File: config.mk
export PLATFORM = sky130hd
export DESIGN_NAME = xif_alu_coproc
export DESIGN_NICKNAME = d
export VERILOG_FILES = /design/src/rtl/xif_alu_coproc.sv
export SDC_FILE = /design/constraint.sdc
export NUM_CORES = 1
export LEC_CHECK = 0
export BUFFER_PORTS_ARGS = -buffer_cell sky130_fd_sc_hd__buf_2
export CAP_MARGIN = 20
export CORE_UTILIZATION = 30
export DETAILED_ROUTE_END_ITERATION = 12
export GPL_TIMING_DRIVEN = 0
export HOLD_SLACK_MARGIN = 0.02
export PLACE_DENSITY = 0.49
export SYNTH_ARGS = -nofsm -noshare
export SYNTH_HDL_FRONTEND = slang
export SYNTH_SLANG_ARGS = --single-unit
File: constraint.sdc
create_clock -name clk_i -period 5.93 [get_ports clk_i]
set_input_delay 0.593 -clock clk_i [delete_from_list [all_inputs] [get_ports clk_i]]
set_output_delay 0.593 -clock clk_i [all_outputs]
set_load 0.01 [all_outputs]
File: src/rtl/xif_alu_coproc.sv
// CV-X-IF ALU coprocessor: decodes custom ALU ops, holds up to DEPTH in-flight results,
// and retires them in issue order once committed; killed entries are discarded.
module xif_alu_coproc #(
   parameter int          X_NUM_RS   = 2,
   parameter int          X_ID_WIDTH = 4,
   parameter int          XLEN       = 32,
   parameter int          DEPTH      = 4,
   parameter logic [6:0]  OPCODE     = 7'h0b
) (
   input  logic                      clk_i,
   input  logic                      rst_i,
   input  logic                      issue_valid,
   output logic                      issue_ready,
   input  logic [31:0]               issue_req_instr,
   input  logic [X_ID_WIDTH-1:0]     issue_req_id,
   input  logic [X_NUM_RS*XLEN-1:0]  issue_req_rs,
   input  logic [X_NUM_RS-1:0]       issue_req_rs_valid,
   output logic                      issue_resp_accept,
   output logic                      issue_resp_writeback,
   input  logic                      commit_valid,
   input  logic [X_ID_WIDTH-1:0]     commit_id,
   input  logic                      commit_kill,
   output logic                      result_valid,
   input  logic                      result_ready,
   output logic [X_ID_WIDTH-1:0]     result_id,
   output logic [XLEN-1:0]           result_data,
   output logic [4:0]                result_rd,
   output logic                      result_we,
   output logic [$clog2(DEPTH):0]    occupancy
);

   localparam int PW = $clog2(DEPTH);
   localparam logic [PW:0]     FULL  = (PW+1)'(DEPTH);
   localparam logic [XLEN-1:0] MAGIC = XLEN'(32'hDEADBEEF);

   typedef enum logic [1:0] {FREE, WAIT_COMMIT, COMMITTED, KILLED} ent_st_t;

   ent_st_t               r_st   [DEPTH];
   logic [X_ID_WIDTH-1:0] r_id   [DEPTH];
   logic [XLEN-1:0]       r_data [DEPTH];
   logic [4:0]            r_rd   [DEPTH];
   logic [PW-1:0]         r_head, r_tail;
   logic [PW:0]           r_cnt;

   logic [XLEN-1:0] w_rs1, w_rs2, w_res;
   logic            w_ours, w_push, w_pop, w_unused;
   ent_st_t         w_head_st;

   assign w_rs1    = issue_req_rs[XLEN-1:0];
   assign w_rs2    = issue_req_rs[2*XLEN-1:XLEN];
   assign w_unused = ^issue_req_instr[31:15];

   always_comb begin
      w_ours = 1'b0;
      w_res  = '0;
      if (issue_req_instr[6:0] == OPCODE) begin
         case (issue_req_instr[14:12])
            3'b000:  begin w_ours = 1'b1; w_res = w_rs1 + w_rs2; end
            3'b001:  begin w_ours = 1'b1; w_res = w_rs1 ^ w_rs2; end
            3'b010:  begin w_ours = 1'b1; w_res = MAGIC; end
            3'b011:  begin w_ours = 1'b1; w_res = (w_rs1 < w_rs2) ? w_rs1 : w_rs2; end
            default: begin w_ours = 1'b0; w_res = '0; end
         endcase
      end
   end

   assign issue_ready          = (r_cnt != FULL);
   assign issue_resp_accept    = issue_valid && w_ours && (issue_req_rs_valid[1:0] == 2'b11);
   assign issue_resp_writeback = issue_resp_accept;
   assign w_push               = issue_resp_accept && issue_ready;

   // Head is presented straight from its entry; killed heads drain silently.
   assign w_head_st    = r_st[r_head];
   assign result_valid = (w_head_st == COMMITTED);
   assign result_id    = result_valid ? r_id[r_head]   : '0;
   assign result_data  = result_valid ? r_data[r_head] : '0;
   assign result_rd    = result_valid ? r_rd[r_head]   : '0;
   assign result_we    = result_valid && (r_rd[r_head] != 5'd0);
   assign w_pop        = (result_valid && result_ready) || (w_head_st == KILLED);
   assign occupancy    = r_cnt;

   always_ff @(posedge clk_i or posedge rst_i) begin
      if (rst_i) begin
         for (int i = 0; i < DEPTH; i++) begin
            r_st[i]   <= FREE;
            r_id[i]   <= '0;
            r_data[i] <= '0;
            r_rd[i]   <= '0;
         end
         r_head <= '0;
         r_tail <= '0;
         r_cnt  <= '0;
      end else begin
         // Only entries already waiting can match, so a same-cycle issue is never hit.
         for (int i = 0; i < DEPTH; i++) begin
            if (commit_valid && r_st[i] == WAIT_COMMIT && r_id[i] == commit_id)
               r_st[i] <= commit_kill ? KILLED : COMMITTED;
         end
         if (w_pop) begin
            r_st[r_head] <= FREE;
            r_head       <= r_head + PW'(1);
         end
         if (w_push) begin
            r_st[r_tail]   <= WAIT_COMMIT;
            r_id[r_tail]   <= issue_req_id;
            r_data[r_tail] <= w_res;
            r_rd[r_tail]   <= issue_req_instr[11:7];
            r_tail         <= r_tail + PW'(1);
         end
         case ({w_push, w_pop})
            2'b10:   r_cnt <= r_cnt + (PW+1)'(1);
            2'b01:   r_cnt <= r_cnt - (PW+1)'(1);
            default: r_cnt <= r_cnt;
         endcase
      end
   end

endmodule

[Yosys cells after proc, flatten, opt, wreduce, memory -nomap -nowiden]
Cells that the tools add are included.
Operators by class
  magnitude comparators: 5
  equal/unequal tests: 18
  bitwise logic cells: 8
  muxes and demuxes: 41
  reductions and logical operators: 20
  add/sub/neg operators: 5
Operators with widths (count)
  two-way mux 32 bit: 6
  bitwise mux 128 bit: 1
  case mux 32 bit (4 select lines): 1
  binary-select mux 32 bit (select 2 bit): 1
  demux 32 bit (select 2 bit): 1
  adder 32 bit: 1
  < comparator 32 bit: 1
  XOR 32 bit: 1
  bitwise mux 20 bit: 1
  two-way mux 5 bit: 4
  bitwise mux 16 bit: 1
  equality test 4 bit: 4
  two-way mux 2 bit: 8
  two-way mux 4 bit: 4
  two-way mux 8 bit: 2
  logical AND 1 bit: 15
  binary-select mux 5 bit (select 2 bit): 1
  demux 5 bit (select 2 bit): 1
  equality test 2 x 1 -> 1 bit (second input constant): 5
  AND 8 bit: 1
  binary-select mux 4 bit (select 2 bit): 1
  demux 2 bit (select 2 bit): 2
  demux 4 bit (select 2 bit): 1
  equality test 2 bit (second input constant): 4
  other kinds (22): 29
Storage, ports and cells
  logic and storage cells: 116
  register bits: 179

[Depth between registers and ports, before layout]
  word-level depth: 10
  gate-level depth with buffers: 13

[Worst setup path after synthesis]
OpenSTA, ideal clock, no wires.
  path kind: input to register
  start: input port issue_req_instr[14]
  end: register r_cnt[2] (netlist: occupancy[2])
  cell stages on the path: 13
  required time: 5804 ps
  library setup time: 126 ps
  arrival: 2774 ps
  slack: 3030 ps
  path buffers: 2
  cells stage by stage: buf_2 -> nor4bb_1 -> nand2_1 -> nor2_1 -> and2_1 -> buf_2 -> inv_1 -> ha_1 -> inv_1 -> fa_1 -> xor2_1 -> nor2_1 -> xor2_1
Between the ends
  word-level cells in the longest chain between the ends: 9
  elaborated cells on any way between the ends: 14
  classes of those cells: eq/ne: 5; mux: 3; reduce/logical: 6
Ends and longest elaborated chain
  from (decl): line 14  | input logic [31:0] issue_req_instr,
  equality test 3 x 2 -> 1 bit (tied with other cells): line 57  | case (issue_req_instr[14:12])
  OR reduction 4 bit (no line) *
  two-way mux 1 bit *: line 57
  two-way mux 1 bit *: line 56  | if (issue_req_instr[6:0] == OPCODE) begin
  logical AND 1 bit * (2 in a row): line 68  | assign issue_resp_accept = issue_valid && w_ours && (issue_req_rs_valid[1:0] == 2'b11);
  net issue_resp_accept: line 18  | output logic issue_resp_accept,
  logical AND 1 bit *: line 70  | assign w_push = issue_resp_accept && issue_ready;
  equality test 2 x 1 -> 1 bit / equality test 2 bit (equally long branches): line 110  | case ({w_push, w_pop})
  case mux 3 bit (2 select lines) / nonzero test 2 bit (equally long branches)
  to (signal assigned): line 111  | 2'b10: r_cnt <= r_cnt + (PW+1)'(1);
  to (signal assigned): line 112  | 2'b01: r_cnt <= r_cnt - (PW+1)'(1);
  to (signal assigned): line 113  | default: r_cnt <= r_cnt;
  to (decl): line 43  | logic [PW:0] r_cnt;
Mark *: on every way through the listed nets, which the timed path passes. The rest lies on a longest branch.
A chain may end at the register's enable or synchronous reset.

[Final worst setup path]
  start: register r_head[1]
  end: output port result_data[20]
Between the ends
  word-level cells in the longest chain between the ends: 6
  elaborated cells on any way between the ends: 9
  classes of those cells: eq/ne: 1; mux: 7; bitwise: 1
Ends and longest elaborated chain
  from (decl): line 42  | logic [PW-1:0] r_head, r_tail;
  from (signal assigned): line 101  | r_head <= r_head + PW'(1);
  inverter 2 -> 3 bit (implied by the code) *: line 73, 76
  binary-select mux 2 bit (select 2 bit): line 73  | assign w_head_st = r_st[r_head];
  two-way mux 2 bit (implied by the code) (2 in a row): line 73
  equality test 2 bit: line 74  | assign result_valid = (w_head_st == COMMITTED);
  two-way mux 32 bit *: line 76  | assign result_data = result_valid ? r_data[r_head] : '0;
  to (decl): line 26  | output logic [XLEN-1:0] result_data,
Mark *: on every way between the ends. The rest lies on a longest branch, timed or not. The select of a mux whose other input is x is not followed.

==> impl_metrics.json <==
{
  "outcome": "finished with violations",
  "violations": "DRC",
  "cts_buffers": 17,
  "reg2reg_depth": 10,
  "initial_core_util_pct": 30.6,
  "dr.pass1.iters": 11,
  "yosys_most_used_dff": "dfrtp_1",
  "worstSetupPathType": "reg -> out",
  "relSlewSlack_pct": 36.6,
  "place_congestion": 0.941,
  "slowest_delay_ns": 0.73,
  "rsz0062_at_grt": "false",
  "peakVddDrop_v": 0.000196,
  "vias_per_cell": 5.42,
  "post_cts_buffers": 0,
  "place_area_sq_um": 14000,
  "setup_viol": 0,
  "reg2reg_slack_ns": 2.80,
  "fmax_mhz": 246,
  "cts_hold_buf": 0,
  "dp_slack_ns": 1.90,
  "num_rows": 74,
  "finalHoldViolations": 0,
  "p_leak_nw": 6.78,
  "instances_no_fill": 2080,
  "numPortBuffers": 138,
  "core_area_sq_um": 41100,
  "grt_pass1_vias": 11600,
  "synth.top_cell.area_share_pct": 35.6,
  "synth-async-reset-ratio_pct": 100,
  "layout.nets": 1721,
  "io_pins": 161,
  "max_cap_violations": 0,
  "netlist_top_cells_count": "nand2_1, dfrtp_1, a21oi_1",
  "synthToLayoutAreaGrowth_pct": 16.1,
  "timing.final.ws_setup_ns": 1.86,
  "cp_common_cell": "clkbuf_1",
  "p_total_mw": 3.53,
  "whs_ns": 0.221,
  "yosys-top-cells-area": "dfrtp_1, mux4_2, ha_1",
  "p_sw_share_pct": 37.6,
  "period_share_pct": 68.6,
  "internal_power_mw": 2.20,
  "synth_top_area_cell": "dfrtp_1",
  "crit_chain": "clkbuf_1 -> clkbuf_1 -> clkbuf_1 -> mux4_2 -> nor2b_1 -> buf_2",
  "reg2reg_to": "occupancy[2]",
  "min_period_ns": 4.07,
  "utilization_pct": 35.5,
  "synth_warnings": 0,
  "worstPathRequired_ns": 5.34,
  "power.density_nw_per_um2": 242,
  "clk_pin_slew_worst_paths_ns": 0.09,
  "timing.rr.start": "r_head[0]",
  "cts-htree-levels": 4,
  "crit_start": "r_head[1]",
  "die_h_um": 207,
  "n_antenna_cell": 0,
  "totalWireLength_um": 45500,
  "netlist_area_sq_um": 12600,
  "finalSetupTns_ns": 0,
  "ctsResizeCount": 0,
  "synth_edf_count": 0,
  "cp-endpoint": "result_data[20]",
  "cts.sinks": 179,
  "worst_slew_pin_slew_ns": 0.950,
  "drt-wirelength-per-cell_um": 21.9,
  "crit_arrival_ns": 3.47,
  "dpl.cell_count": 2046,
  "worstSetupEndpointType": "output pin",
  "hold_class": "in -> async",
  "antenna_found_initial": 0,
  "slowest_stage": "clkbuf_1",
  "grt.overflow.total": 0,
  "grt_max_degree": 94,
  "post-synth-top-count-cell": "nand2_1",
  "post_route_cells_drive_above_1_share_pct": 21.8,
  "hpwl_um": 34200,
  "fill_cells": 4372,
  "pwr-share-clk_pct": 32.6,
  "die_x_um": 207,
  "grt_first_pass_wirelength_um": 70100,
  "post-route-drc-count": 5,
  "synth_area_per_cell_sq_um": 9.15,
  "clock-root-buffer": "clkbuf_16",
  "dieArea_sq_um": 42700,
  "p_comb_share_pct": 31.2,
  "ys_seq_elements": 179,
  "vias": 11300,
  "grt_use_total_pct": 22.0,
  "cts_buffer_depth": 2,
  "maxSlewViolCount": 0,
  "stdcell_area_sq_um": 14600,
  "synth_cell_types": 86,
  "switchingPower_mw": 1.33,
  "drt_iter0_markers": 961,
  "syn_inst": 1375,
  "cp-start-kind": "register",
  "fin_skew_ns": 0.0171,
  "ant_nets": 0,
  "crit_path_max_fanout": 10,
  "cts_tree": "built",
  "p_seq_share_pct": 36.2,
  "ys_seq_area_share_pct": 35.6,
  "clk_latency_ns": 0.45,
  "syn_nets": 1561
}
[state kept, by name (all words and copies together), names as in the netlist]
name and count:
r_data 128, r_rd 20, r_id 16, r_st 8, occupancy 3, r_head 2
r_tail 2
[critical path, delay by kind of cell, from the launching register on]
kind / cells / cell delay (ns)
buffers and inverters: 4 / 2.04
muxes: 1 / 0.42
DFF: 1 / 0.38
and+or+nand+nor: 1 / 0.17
[power by group through the flow]
stage	clock network, mW	logic (mW)	registers, mW
4_1_cts	1.17	1.09	1.28
2_1_floorplan	0	0.699	1.30
6_report	1.15	1.10	1.28
3_3_place_gp	0	1.08	1.30
3_5_place_dp	0	1.09	1.30
5_1_grt	1.21	1.20	1.28
[per-layer routing]
layer | wire length [um] | GRT usage (%)
met5 | 0 | 0
met4 | 935 | 5.63
met3 | 2190 | 2.94
met2 | 21600 | 36.9
met1 | 20800 | 29.7
[cell usage in the layout (no fill, tap or decap), types with 7 or more instances in the layout]
master / netlist / final
nor4_1: 7 / 7
xor2_1: 8 / 8
and3_1: 9 / 9
nor2_1: 92 / 92
xnor2_1: 21 / 21
a31oi_1: 15 / 15
buf_2: 22 / 160
buf_1: 12 / 12
a21oi_1: 123 / 123
dfrtp_1: 179 / 179
o21a_1: 7 / 7
clkbuf_1: 43 / 43
a211oi_1: 9 / 9
inv_1: 80 / 79
a21o_1: 7 / 7
o31ai_1: 18 / 18
o21ai_1: 33 / 33
mux4_2: 43 / 43
clkbuf_16: 0 / 17
o21ai_0: 42 / 42
nor3_1: 41 / 41
nand2_1: 192 / 192
nand4_1: 8 / 8
mux2i_1: 12 / 12
nand3_1: 31 / 31
ha_1: 72 / 72
mux2_2: 53 / 53
o211ai_1: 12 / 12
nor2b_1: 56 / 56
[cell families after synthesis]
family,share of synthesized area (%)
compound gates,18.3
xor+xnor,2.02
fa+ha+maj,7.48
buf+inv,5.50
flops,35.6
mux,13.4
simple gates,17.7
[worst min-delay path by stage]
stage | to | slack (ns) | cells after the start
after global placement | r_data[77] | 0.45 | 2
after CTS | r_data[104] | 0.26 | 2
final | r_data[104] | 0.22 | 2
after global routing | r_data[104] | 0.28 | 2
after floorplan | r_data[45] | 0.43 | 2
after detailed placement | r_data[77] | 0.46 | 2
[layout make-up]
class                   count  area (sq um)  area share, %
clock inverters            15           178           1.22
plain buffers              85           392           2.68
multi-input cells        1031          7400           50.7
flip-flops and latches    179          4480           30.7
inverters                  80           308           2.11
clock buffers              17           425           2.91
well taps                 532           666           4.56
repair buffers            141           744           5.10
Note: power is estimated with default switching activity, not from simulation.
